[src/rtl/param_fifo.sv]
`default_nettype none
// ============================================================================
//  Module   : param_fifo
//  Purpose  : Parametrised single-clock FIFO with programmable almost-full /
//             almost-empty thresholds, synchronous flush and per-cycle
//             registered ack/err handshake pulses.
//  Revision : 1.0 - initial parametrised release
// ----------------------------------------------------------------------------
//  Ports
//    clk          in   clock, all state updates on rising edge
//    reset        in   synchronous active-high reset
//    clear        in   synchronous flush (pointers/count only, storage kept)
//    wr_en        in   write request
//    d_in         in   write data [DATA_WIDTH]
//    rd_en        in   read request
//    d_out        out  registered read data [DATA_WIDTH]
//    full         out  data_count == DEPTH
//    empty        out  data_count == 0
//    almost_full  out  data_count >= AF_LEVEL
//    almost_empty out  data_count <= AE_LEVEL
//    wr_ack       out  previous-cycle write accepted
//    wr_err       out  previous-cycle write rejected
//    rd_ack       out  previous-cycle read accepted, d_out valid
//    rd_err       out  previous-cycle read rejected
//    data_count   out  occupancy 0..DEPTH [ADDR_WIDTH+1]
// ============================================================================
module param_fifo #(
    parameter int DATA_WIDTH = 32,
    parameter int ADDR_WIDTH = 3,
    parameter int AF_LEVEL   = (2 ** ADDR_WIDTH) - 1,
    parameter int AE_LEVEL   = 1
) (
    input  logic                  clk,
    input  logic                  reset,
    input  logic                  clear,
    input  logic                  wr_en,
    input  logic [DATA_WIDTH-1:0] d_in,
    input  logic                  rd_en,
    output logic [DATA_WIDTH-1:0] d_out,
    output logic                  full,
    output logic                  empty,
    output logic                  almost_full,
    output logic                  almost_empty,
    output logic                  wr_ack,
    output logic                  wr_err,
    output logic                  rd_ack,
    output logic                  rd_err,
    output logic [ADDR_WIDTH:0]   data_count
);

    localparam int                 c_DEPTH     = 2 ** ADDR_WIDTH;
    localparam logic [ADDR_WIDTH:0] c_DEPTH_CNT = (ADDR_WIDTH + 1)'(c_DEPTH);
    localparam logic [ADDR_WIDTH:0] c_AF_CNT    = (ADDR_WIDTH + 1)'(AF_LEVEL);
    localparam logic [ADDR_WIDTH:0] c_AE_CNT    = (ADDR_WIDTH + 1)'(AE_LEVEL);

    logic [DATA_WIDTH-1:0] r_mem_q [c_DEPTH];
    logic [ADDR_WIDTH-1:0] r_head_q;
    logic [ADDR_WIDTH-1:0] r_tail_q;
    logic [ADDR_WIDTH:0]   r_count_q;
    logic [DATA_WIDTH-1:0] r_dout_q;
    logic                  r_wr_ack_q;
    logic                  r_wr_err_q;
    logic                  r_rd_ack_q;
    logic                  r_rd_err_q;

    logic                  w_full;
    logic                  w_empty;
    logic                  w_wr_ok;
    logic                  w_rd_ok;
    logic [ADDR_WIDTH:0]   w_count_d;

    assign w_full  = (r_count_q == c_DEPTH_CNT);
    assign w_empty = (r_count_q == '0);

    // A read in the same cycle frees the slot a write into a full FIFO
    // fills; an empty FIFO never forwards write data to the read side.
    assign w_wr_ok = wr_en && (!w_full || rd_en);
    assign w_rd_ok = rd_en && !w_empty;

    always_comb begin
        w_count_d = r_count_q;
        if (w_wr_ok && !w_rd_ok) begin
            w_count_d = r_count_q + 1'b1;
        end else if (w_rd_ok && !w_wr_ok) begin
            w_count_d = r_count_q - 1'b1;
        end
    end

    // Storage has no reset and is not touched by clear.
    always_ff @(posedge clk) begin
        if (!reset && !clear && w_wr_ok) begin
            r_mem_q[r_tail_q] <= d_in;
        end
    end

    always_ff @(posedge clk) begin
        if (reset) begin
            r_head_q   <= '0;
            r_tail_q   <= '0;
            r_count_q  <= '0;
            r_dout_q   <= '0;
            r_wr_ack_q <= 1'b0;
            r_wr_err_q <= 1'b0;
            r_rd_ack_q <= 1'b0;
            r_rd_err_q <= 1'b0;
        end else if (clear) begin
            // d_out intentionally holds its last value across a flush.
            r_head_q   <= '0;
            r_tail_q   <= '0;
            r_count_q  <= '0;
            r_wr_ack_q <= 1'b0;
            r_wr_err_q <= 1'b0;
            r_rd_ack_q <= 1'b0;
            r_rd_err_q <= 1'b0;
        end else begin
            r_count_q  <= w_count_d;
            r_wr_ack_q <= w_wr_ok;
            r_wr_err_q <= wr_en && !w_wr_ok;
            r_rd_ack_q <= w_rd_ok;
            r_rd_err_q <= rd_en && !w_rd_ok;
            if (w_wr_ok) begin
                r_tail_q <= r_tail_q + 1'b1;
            end
            if (w_rd_ok) begin
                // Reads the pre-edge contents, so a simultaneous write to the
                // same slot when full does not disturb the outgoing word.
                r_dout_q <= r_mem_q[r_head_q];
                r_head_q <= r_head_q + 1'b1;
            end
        end
    end

    assign d_out        = r_dout_q;
    assign data_count   = r_count_q;
    assign full         = w_full;
    assign empty        = w_empty;
    assign almost_full  = (r_count_q >= c_AF_CNT);
    assign almost_empty = (r_count_q <= c_AE_CNT);
    assign wr_ack       = r_wr_ack_q;
    assign wr_err       = r_wr_err_q;
    assign rd_ack       = r_rd_ack_q;
    assign rd_err       = r_rd_err_q;

endmodule
`default_nettype wire

[config.mk]
export PLATFORM = sky130hd
export DESIGN_NAME = param_fifo
export DESIGN_NICKNAME = d
export VERILOG_FILES = /design/src/rtl/param_fifo.sv
export SDC_FILE = /design/constraint.sdc
export NUM_CORES = 1
export LEC_CHECK = 0
export CAP_MARGIN = 25
export CORE_MARGIN = 2
export CORE_UTILIZATION = 30
export DETAILED_ROUTE_END_ITERATION = 10
export GPL_ROUTABILITY_DRIVEN = 0
export PLACE_DENSITY_LB_ADDON = 0.05
export SLEW_MARGIN = 20
export SYNTH_ARGS = -nofsm -noshare
export SYNTH_HDL_FRONTEND = slang
export SYNTH_SLANG_ARGS = --single-unit
export TNS_END_PERCENT = 1
[constraint.sdc]
create_clock -name clk -period 5.25 [get_ports clk]
set_input_delay 0.525 -clock clk [delete_from_list [all_inputs] [get_ports clk]]
set_output_delay 0.525 -clock clk [all_outputs]
set_load 0.03 [all_outputs]
==> metrics.md <==
| Metric | Value |
|---|---|
| Largest stage delay on the critical path | approximately 0.66 ns |
| M3 GR Usage | 0.0278 |
| Initial antenna violation count | 0 |
| Ant. Diodes | 0 |
| Max Freq | between 300 and 400 MHz |
| CP Data Arrival Time | 3.34 ns |
| Worst endpoint required time | 5.44 ns |
| Worst skew pair latency | around 0.52 ns |
| DRT Pass-1 Iters | 4 |
| Initial Util | 0.302 |
| Post-DP HPWL | 16.5 mm |
| Sequential power share | 0.486 |
| Die area | 40300 um2 |
| Final Non-Filler Cells | 1281 |
| Final hold slack | 0.489 ns |
| Layout cells sized above 1 | 0.211 |
| # resized after CTS | 0 |
| CP dominant cell by count | inv_1 |
| Final Cycle Share | 0.599 |
| Post-synthesis sequential area ratio | 0.742 |
| Area contributors post-synth | edfxtp_1 66%, dfxtp_1 7.9%, mux4_2 6.4%, mux2i_1 5.5%, a211oi_2 3.1% |
| Root buf cell | clkbuf_16 |
| Reg-to-reg startpoint | data_count[0] |
| Setup TNS | 0 ns |
| CP Launch Type | flip-flop |
| First-pass GRT wire length | 40.9 mm |
| CP max FO | 17 |
| Register bit total from synthesis | 302 |
| CTS Sinks | 302 |
| Largest net degree at the start of global routing | 37 |
| Worst hold path type | input port to flip-flop |
| Cell internal pwr | 4.28 mW |
| Gate Count Post-Synth | 636 |
| Initial DRC Count | roughly 190 |
| Postcts setup bufs | 0 |
| Cell taking the most area after synthesis | edfxtp_1 |
| Combinational share of power | 0.074 |
| Rows | 72 |
| CTS tree | done |
| Outcome | finished, final reports clean |
| Final Skew | 0.0163 ns |
| CP endpoint kind | flip-flop |
| GR Util met2 | 0.237 |
| Clk slew on worst S/H paths | 0.06 ns |
| Fin util | 0.371 |
| Post-synth top area share | 0.662 |
| Worst-path cell chain | inv_1 > ha_1 > and4bb_2 > nand2b_1 > inv_1 > nand3_1 > nor2_4 > buf_4 |
| CTS Hold Bufs | 0 |
| Cell area after synthesis | 11600 um2 |
| Core area | 38400 um2 |
| Worst setup path startpoint | data_count[0] |
| I/O Buffers | 80 |
| CP Class | flip-flop to flip-flop |
| R2R Setup Slk | about 2.1 ns |
| Synth warn | 0 |
| Worst-Margin Slew | 0.918 ns |
| Via count | 5865 |
| Slew headroom | 0.388 |
| P_sw | 1.21 mW |
| Final Max Tran Viols | 0 |
| Clk pwr share | 0.441 |
| Switch share | 0.221 |
| Total GRT Usage | 0.137 |
| WL final | 27.1 mm |
| Die width | 201 um |
| Pwr Density | 386 nW/um2 |
| M1 GR Usage | 0.172 |
| Htree depth | 2 |
| Grt peak-use layer | met2 |
| # DRC | 0 |
| Clock Tree Buf Depth | 3 |
| Unique masters post-synth | 41 |
| Post-route ant nets | 0 |
| CTS Buf Count | 36 |
| Inst Count DP | 1216 |
| Peak supply drop | between 200 and 250 uV |
| Syn nets | 679 |
| Vias per std cell | 4.58 |
| Pleak | 4.35 nW |
| Min Tclk post-route | 3.15 ns |
| Maxcap violations | 0 |
| Vias in the first global route | 6363 |
| Die Ht | 201 um |
| Grt total ovfl | 0 |
| RSZ-0062 raised after global routing | no |
| Ports | 81 |
| Hold Startpoint | reset |
| Largest delay share family, worst path | simple AND/OR/NAND/NOR gates |
| Final setup vio count | 0 |
| # nets final | 779 |
| Total chip power | 5.50 mW |
| Routed len/inst | 21.2 um |
| Final hold viol count | 0 |
| Slowest cell on crit path | nor2_4 |
| Syn_area_per_cell | 18.3 um2 |
| Worst Path Buf+Inv | 3 |
| Layout area overhead | 22.7% |
[logic make-up after synthesis]
group           Yosys count  share of synthesized area
fa+ha+maj                 6                    0.00647
xor+xnor                  6                    0.00453
mux                      97                      0.119
compound gates           72                     0.0544
flops                   302                      0.742
buf+inv                  43                     0.0260
simple gates            110                     0.0478
[path summary, 6_finish.rpt]
| path | cells past startpoint | endpoint |
|---|---|---|
| setup / recovery | 8 | r_mem_q[7][18] |
| hold / removal | 2 | rd_ack |
| setup reg to reg | 8 | r_mem_q[7][18] |
| hold reg to reg | 2 | d_out[5] |
[routing by layer]
metal / vias up / share of wire
met2: 103 / 0.50
met1: 2995 / 0.44
met5: - / 0
li1: 2723 / -
met4: 0 / 0.026
met3: 44 / 0.038
[cell usage after synthesis (all sizes together)]
master and count:
nand3 3, dlymetal6s2s 2, or4 1, edfxtp 256, nand2 6, and4bb 1, clkbuf 12, nor2 50
ha 6, xor2 4, buf 22, a31o 1, o21ai 1, o22ai 31, a21oi 6, xnor2 2
and3b 1, mux2i 64, or2 2, or3 3, dlygate4sd1 2, inv 5, and3 1, nand2b 4
or3b 1, nand4 1, a211oi 32, nor3 36, a21o 1, mux4 33, dfxtp 46
[worst register-to-register path, stage by stage (launching register included)]
cell      delay (ns)
dfxtp_1         0.46
inv_1           0.08
ha_1            0.26
and4bb_2        0.25
nand2b_1        0.18
inv_1           0.19
nand3_1         0.33
nor2_4          0.66
buf_4           0.42
[area by class of cell]
class	count	area, um2
inverters	5	21.3
well taps	518	648
clock inverters	16	158
clock buffers	49	1000
repair buffers	100	1040
fillers	3646	24100
flip-flops and latches	302	8610
multi-input cells	291	2750
[stage by stage]
step / instance area, um2 / setup WS, ns
final: 14200 / 2.10
after CTS: 14200 / 2.01
after detailed placement: 13100 / 1.72
after global placement: 12900 / 1.75
after global routing: 14200 / 1.84
after floorplan: 11600 / 0.874
[sequential cells by signal, indices dropped and copies added, names as in the netlist]
| register | count |
|---|---|
| r_tail_q | 3 |
| d_out | 32 |
| rd_err | 1 |
| rd_ack | 1 |
| r_head_q | 3 |
| data_count | 4 |
| wr_err | 1 |
| wr_ack | 1 |
| r_mem_q | 256 |
[layout by cell type (no fill, tap or decap), types with 2 or more instances in the layout]
cell	netlist	layout
buf_4	3	14
nor2_4	0	6
clkinv_2	0	4
nand2_1	6	6
bufinv_16	0	3
or2_2	2	2
o22ai_1	31	31
xnor2_1	2	2
mux4_2	33	33
clkbuf_8	1	3
a21oi_1	6	6
clkdlybuf4s50_1	0	79
buf_8	1	2
dfxtp_1	46	43
edfxtp_1	256	256
nand2b_1	4	4
a211oi_1	3	3
clkinv_1	0	6
mux2i_1	64	64
nor2_1	50	44
inv_6	0	2
or3_2	1	2
dfxtp_2	0	2
nand3_1	3	3
buf_16	0	4
nor3_2	5	7
xor2_1	4	4
clkbuf_1	11	9
clkbuf_16	0	37
inv_1	4	4
a211oi_2	29	29
nor3_1	30	28
ha_1	6	6
[power groups by stage]
stage / logic [mW] / clock network, mW / registers (mW)
6_report: 0.405 / 2.42 / 2.67
5_1_grt: 0.436 / 2.61 / 2.67
4_1_cts: 0.414 / 2.50 / 2.67
3_5_place_dp: 0.413 / 0 / 2.72
3_3_place_gp: 0.407 / 0 / 2.72
2_1_floorplan: 0.194 / 0 / 2.76
Note: power is estimated with default switching activity, not from simulation.
